<file path="config.mk">
export PLATFORM = sky130hd
export DESIGN_NAME = regfile_scoreboard
export DESIGN_NICKNAME = d
export VERILOG_FILES = /design/src/rtl/regfile_scoreboard.sv
export SDC_FILE = /design/constraint.sdc
export NUM_CORES = 2
export LEC_CHECK = 0
export ABC_AREA = 0
export CAP_MARGIN = 15
export CORE_MARGIN = 2
export CORE_UTILIZATION = 43
export CTS_CLUSTER_DIAMETER = 100
export DETAILED_ROUTE_END_ITERATION = 8
export REMOVE_ABC_BUFFERS = 1
export SETUP_SLACK_MARGIN = 0.15
export SYNTH_ARGS = -nofsm -noshare
export SYNTH_HDL_FRONTEND = slang
export SYNTH_SLANG_ARGS = --single-unit
</file>
<file path="constraint.sdc">
create_clock -name clock -period 54.7 [get_ports clock]
set_clock_uncertainty 0.1 [all_clocks]
set_input_delay 10.94 -clock clock [delete_from_list [all_inputs] [get_ports clock]]
set_output_delay 10.94 -clock clock [all_outputs]
set_load 0.01 [all_outputs]
</file>
<file path="src/rtl/regfile_scoreboard.sv">
// rtl/regfile_scoreboard.sv - multi-port register file with busy scoreboard and optional write bypass
module regfile_scoreboard #(
  parameter int DATA_WIDTH = 32,
  parameter int ADDR_WIDTH = 5,
  parameter bit BYPASS     = 1'b1
) (
  input  logic                  clock,
  input  logic                  reset,
  input  logic [ADDR_WIDTH-1:0] rs1,
  input  logic [ADDR_WIDTH-1:0] rs2,
  input  logic [ADDR_WIDTH-1:0] rd,
  output logic [DATA_WIDTH-1:0] readData1,
  output logic [DATA_WIDTH-1:0] readData2,
  output logic [DATA_WIDTH-1:0] accumData,
  output logic                  rs1Busy,
  output logic                  rs2Busy,
  output logic                  rdBusy,
  output logic                  hazard,
  input  logic                  issueValid,
  input  logic [ADDR_WIDTH-1:0] issueRd,
  input  logic                  writeEnA,
  input  logic [ADDR_WIDTH-1:0] writeAddrA,
  input  logic [DATA_WIDTH-1:0] writeDataA,
  input  logic                  writeEnB,
  input  logic [ADDR_WIDTH-1:0] writeAddrB,
  input  logic [DATA_WIDTH-1:0] writeDataB
);
  localparam int NUM_REGS = 2 ** ADDR_WIDTH;

  logic [DATA_WIDTH-1:0] regs [NUM_REGS];
  logic [NUM_REGS-1:0]   busy;
  logic [NUM_REGS-1:0]   busy_next;

  logic we_a;
  logic we_b;
  logic issue_en;

  assign we_a     = writeEnA && (writeAddrA != '0);
  assign we_b     = writeEnB && (writeAddrB != '0);
  assign issue_en = issueValid && (issueRd != '0);

  // Issue is applied last so a new outstanding producer keeps the bit set.
  always_comb begin
    busy_next = busy;
    if (we_a) busy_next[writeAddrA] = 1'b0;
    if (we_b) busy_next[writeAddrB] = 1'b0;
    if (issue_en) busy_next[issueRd] = 1'b1;
    busy_next[0] = 1'b0;
  end

  // Port B is written after port A so it wins on an address collision.
  always_ff @(posedge clock or posedge reset) begin
    if (reset) begin
      for (int i = 0; i < NUM_REGS; i++) regs[i] <= '0;
      busy <= '0;
    end else begin
      if (we_a) regs[writeAddrA] <= writeDataA;
      if (we_b) regs[writeAddrB] <= writeDataB;
      busy <= busy_next;
    end
  end

  logic [ADDR_WIDTH-1:0] raddr [3];
  logic [DATA_WIDTH-1:0] rdata [3];
  logic [2:0]            rbusy;

  assign raddr[0] = rs1;
  assign raddr[1] = rs2;
  assign raddr[2] = rd;

  always_comb begin
    for (int p = 0; p < 3; p++) begin
      rdata[p] = regs[raddr[p]];
      rbusy[p] = busy[raddr[p]];
      if (BYPASS) begin
        if (we_b && (writeAddrB == raddr[p])) begin
          rdata[p] = writeDataB;
          rbusy[p] = 1'b0;
        end else if (we_a && (writeAddrA == raddr[p])) begin
          rdata[p] = writeDataA;
          rbusy[p] = 1'b0;
        end
      end
      // Bypassed write data must not leak out while reset is held.
      if (reset || (raddr[p] == '0)) begin
        rdata[p] = '0;
        rbusy[p] = 1'b0;
      end
    end
  end

  assign readData1 = rdata[0];
  assign readData2 = rdata[1];
  assign accumData = rdata[2];
  assign rs1Busy   = rbusy[0];
  assign rs2Busy   = rbusy[1];
  assign rdBusy    = rbusy[2];
  assign hazard    = |rbusy;

endmodule
</file>
# --- Word level (Yosys, flattened, before mapping) ---
# Index checks and enable logic that the tools add are counted.
totals:
  word_cells: 139
  output_inout_bits: 100
  ff_bits: 1055
op_classes:
  n_reduce_logical: 24
  magnitude_cmp: 16
  n_mux: 50
  bitwise_logic: 10
  eq_ne: 6
op_table:
  columns: ["op", "count"]
  rows:
  - ["$bwmux 1024", 2]
  - ["$mux 1024", 2]
  - ["$mux 32", 20]
  - ["$bmux 32 s5", 3]
  - ["$demux 32 s5", 2]
  - ["$and 32x32->32", 2]
  - ["$not 32->32", 2]
  - ["$lt 5x6->1 const B", 6]
  - ["$or 32x32->32", 1]
  - ["$eq 5x5->1", 6]
  - ["$ge 6x6->1 const B", 5]
  - ["$not 5->6", 5]
  - ["$bmux 1 s5", 3]
  - ["$demux 1 s5", 3]
  - ["$ge 5x1->1 const B", 3]
  - ["$logic_not 5->1", 3]
  - ["$mux 1", 15]
  - ["$reduce_bool 5->1", 3]
  - ["$logic_and 1x1->1", 14]
  - ["$lt 6x1->1 const B", 2]
  - ["$logic_or 1x1->1", 3]
  - ["$reduce_or 3->1", 1]

# --- Longest topological paths before layout ---
logic_depth:
  word_depth: 11
  mapped_depth: 10
  depth_no_buf: 6

# --- Worst setup path before layout ---
# No wires, ideal clock.
synth_path:
  path_type: "in2out"
  start: "in reset"
  end: "out hazard"
  path_stages: 6
  arrival_time_ns: 36.533
  required_ns: 43.660
  setup_slack_ns: 7.127
  n_path_buf: 0
  cell_sequence: "inv_1 > o21ai_1 > a41oi_1 > nand2_1 > nor4_1 > or3_1"
synth_via:
  elab_chain_len: 3
  word_cells_on_any_way: 7
synth_rtl:
  columns: ["element", "line_no", "source"]
  rows:
  - ["start: declaration", "8", "input logic reset,"]
  - ["$logic_or 1x1->1", "85", "if (reset || (raddr[p] == '0)) begin"]
  - ["$mux 1", "85", null]
  - ["named net rs1Busy", "15", "output logic rs1Busy,"]
  - ["$reduce_or 3->1", "98", "assign hazard = |rbusy;"]
  - ["end: declaration", "18", "output logic hazard,"]
# The timed path passes the listed nets, and every way through them passes these cells.

# --- Worst setup path after layout ---
layout_path:
  start: "in writeAddrA[4]"
  end: "out hazard"
layout_via:
  elab_chain_len: 7
  word_cells_on_any_way: 18
layout_rtl:
  columns: ["element", "line_no", "source"]
  rows:
  - ["start: declaration", "22", "input logic [ADDR_WIDTH-1:0] writeAddrA,"]
  - ["$reduce_bool 5->1", "38", "assign we_a = writeEnA && (writeAddrA != '0);"]
  - ["$logic_and 1x1->1", "38", null]
  - ["$logic_and 1x1->1", "79", "end else if (we_a && (writeAddrA == raddr[p])) begin"]
  - ["$mux 1", "79", null]
  - ["$mux 1", "76", "if (we_b && (writeAddrB == raddr[p])) begin"]
  - ["$mux 1", "85", null]
  - ["$reduce_or 3->1 (*)", "98", null]
# Mark *: on every way between the ends. The rest lies on a longest branch, timed or not.

==> flow_metrics.tcl <==
set metrics [dict create \
    die_area_um2 182300 \
    hold_depth 0 \
    drive_gt1_share_pct 16.93 \
    synth_area_leaders "dfrtp_1, mux4_2, mux2i_1, nand2_1, a21oi_1" \
    timing.final.ws_setup_ns 27.50 \
    die_x_um 426.9 \
    syn_area_per_cell_um2 10.08 \
    nets 7290 \
    met3_length_um 42200 \
    synth_edf_count 0 \
    post_cts_buffers 0 \
    final_hold_viol_count 0 \
    top_layer_used "met5" \
    synth_common_cells "mux2i_1, dfrtp_1, nand2_1" \
    setup_violations 0 \
    crit_chain "clkdlybuf4s50_1 > nor3_4 > nand2_2 > and4_2 > buf_4 > nand2b_2 > buf_4 > a41oi_1 > or3_1 > clkdlybuf4s50_1" \
    holdPathEnd "regs[1003]" \
    seq_area_frac_synth_pct 34.32 \
    cpPeakStageDelay_ns 0.81 \
    synth_area_leader_cell "dfrtp_1" \
    num_rows 155 \
    hpwl_um 187000 \
    portBuffers 198 \
    yosysWarnings 0 \
    area_delta_synth_final_pct 9.560 \
    r2r-start "regs[940]" \
    status "finished, final reports clean" \
    r2r-end "regs[940]" \
    dieHeight_um 426.9 \
    gp_routability_congestion 0.9019 \
    grt_remaining_overflow 0 \
    finalCriticalPeriod_ns 27.20 \
    synth_top_area_share_pct 34.32 \
    wl_met1_um 123100 \
    netlist_instances 7633 \
    syn_area_um2 76920 \
    remaining_drc_errors 0 \
    maxCapViolCount 0 \
    vdd_drop_max_uv 32.63 \
    p_total_w 0.002960 \
    arrival_ns 16.16 \
    wire_per_inst_um 34.92 \
    num_vias 66970 \
    hp-start "regs[1003]" \
    worst_setup_path_end_kind "primary output" \
    grt_pass1_vias 64120 \
    setup_tns_ns 0 \
    initial_core_util_pct 43.20 \
    critPathKind "in -> out" \
    antenna_found_initial 14 \
    cp-start-kind "input port" \
    dp_worst_setup_slack_ns 27.60 \
    max_freq_ghz 0.03676 \
    grt_use_total_pct 36.56 \
    grt_pass1_wl_um 478900 \
    maxSlewViolCount 0 \
    crit_fanout 34 \
    p_leak_nw 35.53 \
    grt_max_degree 121 \
    holdBufCountCts 0 \
    crit_required_ns 43.66 \
    first_pass_iters 6 \
    utilization_pct 47.33 \
    cts_tree "yes" \
    r2r_cells 3 \
    wirelength_um 337100 \
    antenna_left 0 \
    hp-class "reg -> reg" \
    core-area_um2 178000 \
    htreeDepth 4 \
    async_reset_ff_share_pct 100.0 \
    insertion_delay_ns 0.80 \
    post_drt_via_cell_ratio 6.937 \
    ios 199 \
    grt_setup_unrepaired "false" \
    synth_seq_cells 1055 \
    cts_root_buf "clkbuf_16" \
    tightest_slew_ns 1.289 \
    wl_met2_um 144700 \
    whs_ns 0.3171 \
    r2r_slack_ns 53.59 \
    power_density_nw_per_um2 35.12 \
    cts_num_sinks 1055 \
    relSlewSlack_pct 13.57 \
    fin_crit_sh_pct 49.73 \
    initialDrtViolationCount 10820 \
    synth_most_common_cell "mux2i_1" \
    cp_slowest_cell "nor3_4" \
    synth_cell_type_count 60 \
    synth_flop_cell "dfrtp_1" \
    numCtsBuffers 130 \
    clk_pin_slew_worst_paths_ns 0.06 \
    cts_resized 0 \
    cts.path.max_buffers 3 \
]
==> worst max path at each step <==
stage | slack (ns) | start | cells after the start | endpoint
final | 27.50 | writeAddrA[4] | 10 | hazard
after global routing | 27.41 | rs1[2] | 11 | readData1[1]
after CTS | 27.58 | writeAddrA[1] | 10 | hazard
after detailed placement | 27.60 | writeAddrA[4] | 9 | accumData[16]
after global placement | 27.68 | writeAddrA[2] | 9 | accumData[16]
after floorplan | 6.59 | reset | 5 | readData1[0]
==> logic make-up (layout without fill, tap and decap cells) <==
logic type	after synthesis	in the layout	share of synthesized area [%]
AO/OA/AOI/OAI	1706	1706	13.10
XOR/XNOR	30	30	0.3416
buffers and inverters	1016	673	5.885
flip-flops	1055	1055	34.32
multiplexers	1937	1937	36.03
other	0	9	0
AND/OR/NAND/NOR	1889	1889	10.32
==> area by class of cell <==
type	count	area, µm²
Clock buffer	179	3764
Fill cell	16350	93760
Timing Repair Buffer	426	3807
Sequential cell	1055	26400
Inverter	16	72.57
Antenna cell	9	22.52
Multi-Input combinational cell	5562	46580
Tap cell	2355	2947
Clock inverter	52	680.7
==> placed cells by master, fill, tap and decap left out, types with 123 or more instances in the layout <==
cell type and n:
nor2_1 568, mux2i_1 1262, a22oi_1 123, clkbuf_16 135, a211oi_1 143, clkdlybuf4s50_1 185
a21oi_1 670, mux4_2 664, buf_4 222, o21ai_0 504, dfrtp_1 1055, nand2_1 894
==> metal layers <==
metal | up-vias | global-route usage (%)
li1 | 27220 | -
met4 | 6 | 24.64
met1 | 33340 | 46.95
met3 | 1276 | 10.33
met2 | 5122 | 53.67
met5 | - | 0
==> power breakdown <==
group	total [W]	switching [W]	internal, W
Sequential	0.00120	0.000215	0.000982
Combinational	0.000843	0.000388	0.000455
Clock	0.000920	0.000376	0.000544
==> sequential cells by signal (all words and copies together), names as in the netlist <==
register and cells:
busy 31, regs 1024
==> critical path: cells and delay by family <==
family                 cells  cell delay (ns)
AOI/OAI and AO/OA          1             0.29
buffers and inverters      4             1.95
and+or+nand+nor            5             2.82
==> per-stage QoR <==
stage          area (µm²)  cells
2_1_floorplan       72450   6633
3_5_place_dp        79780   9412
5_1_grt             84260   9652
4_1_cts             84220   9643
6_report            84270   9654
3_3_place_gp        79760   9410
Note: power is estimated with default switching activity, not from simulation.
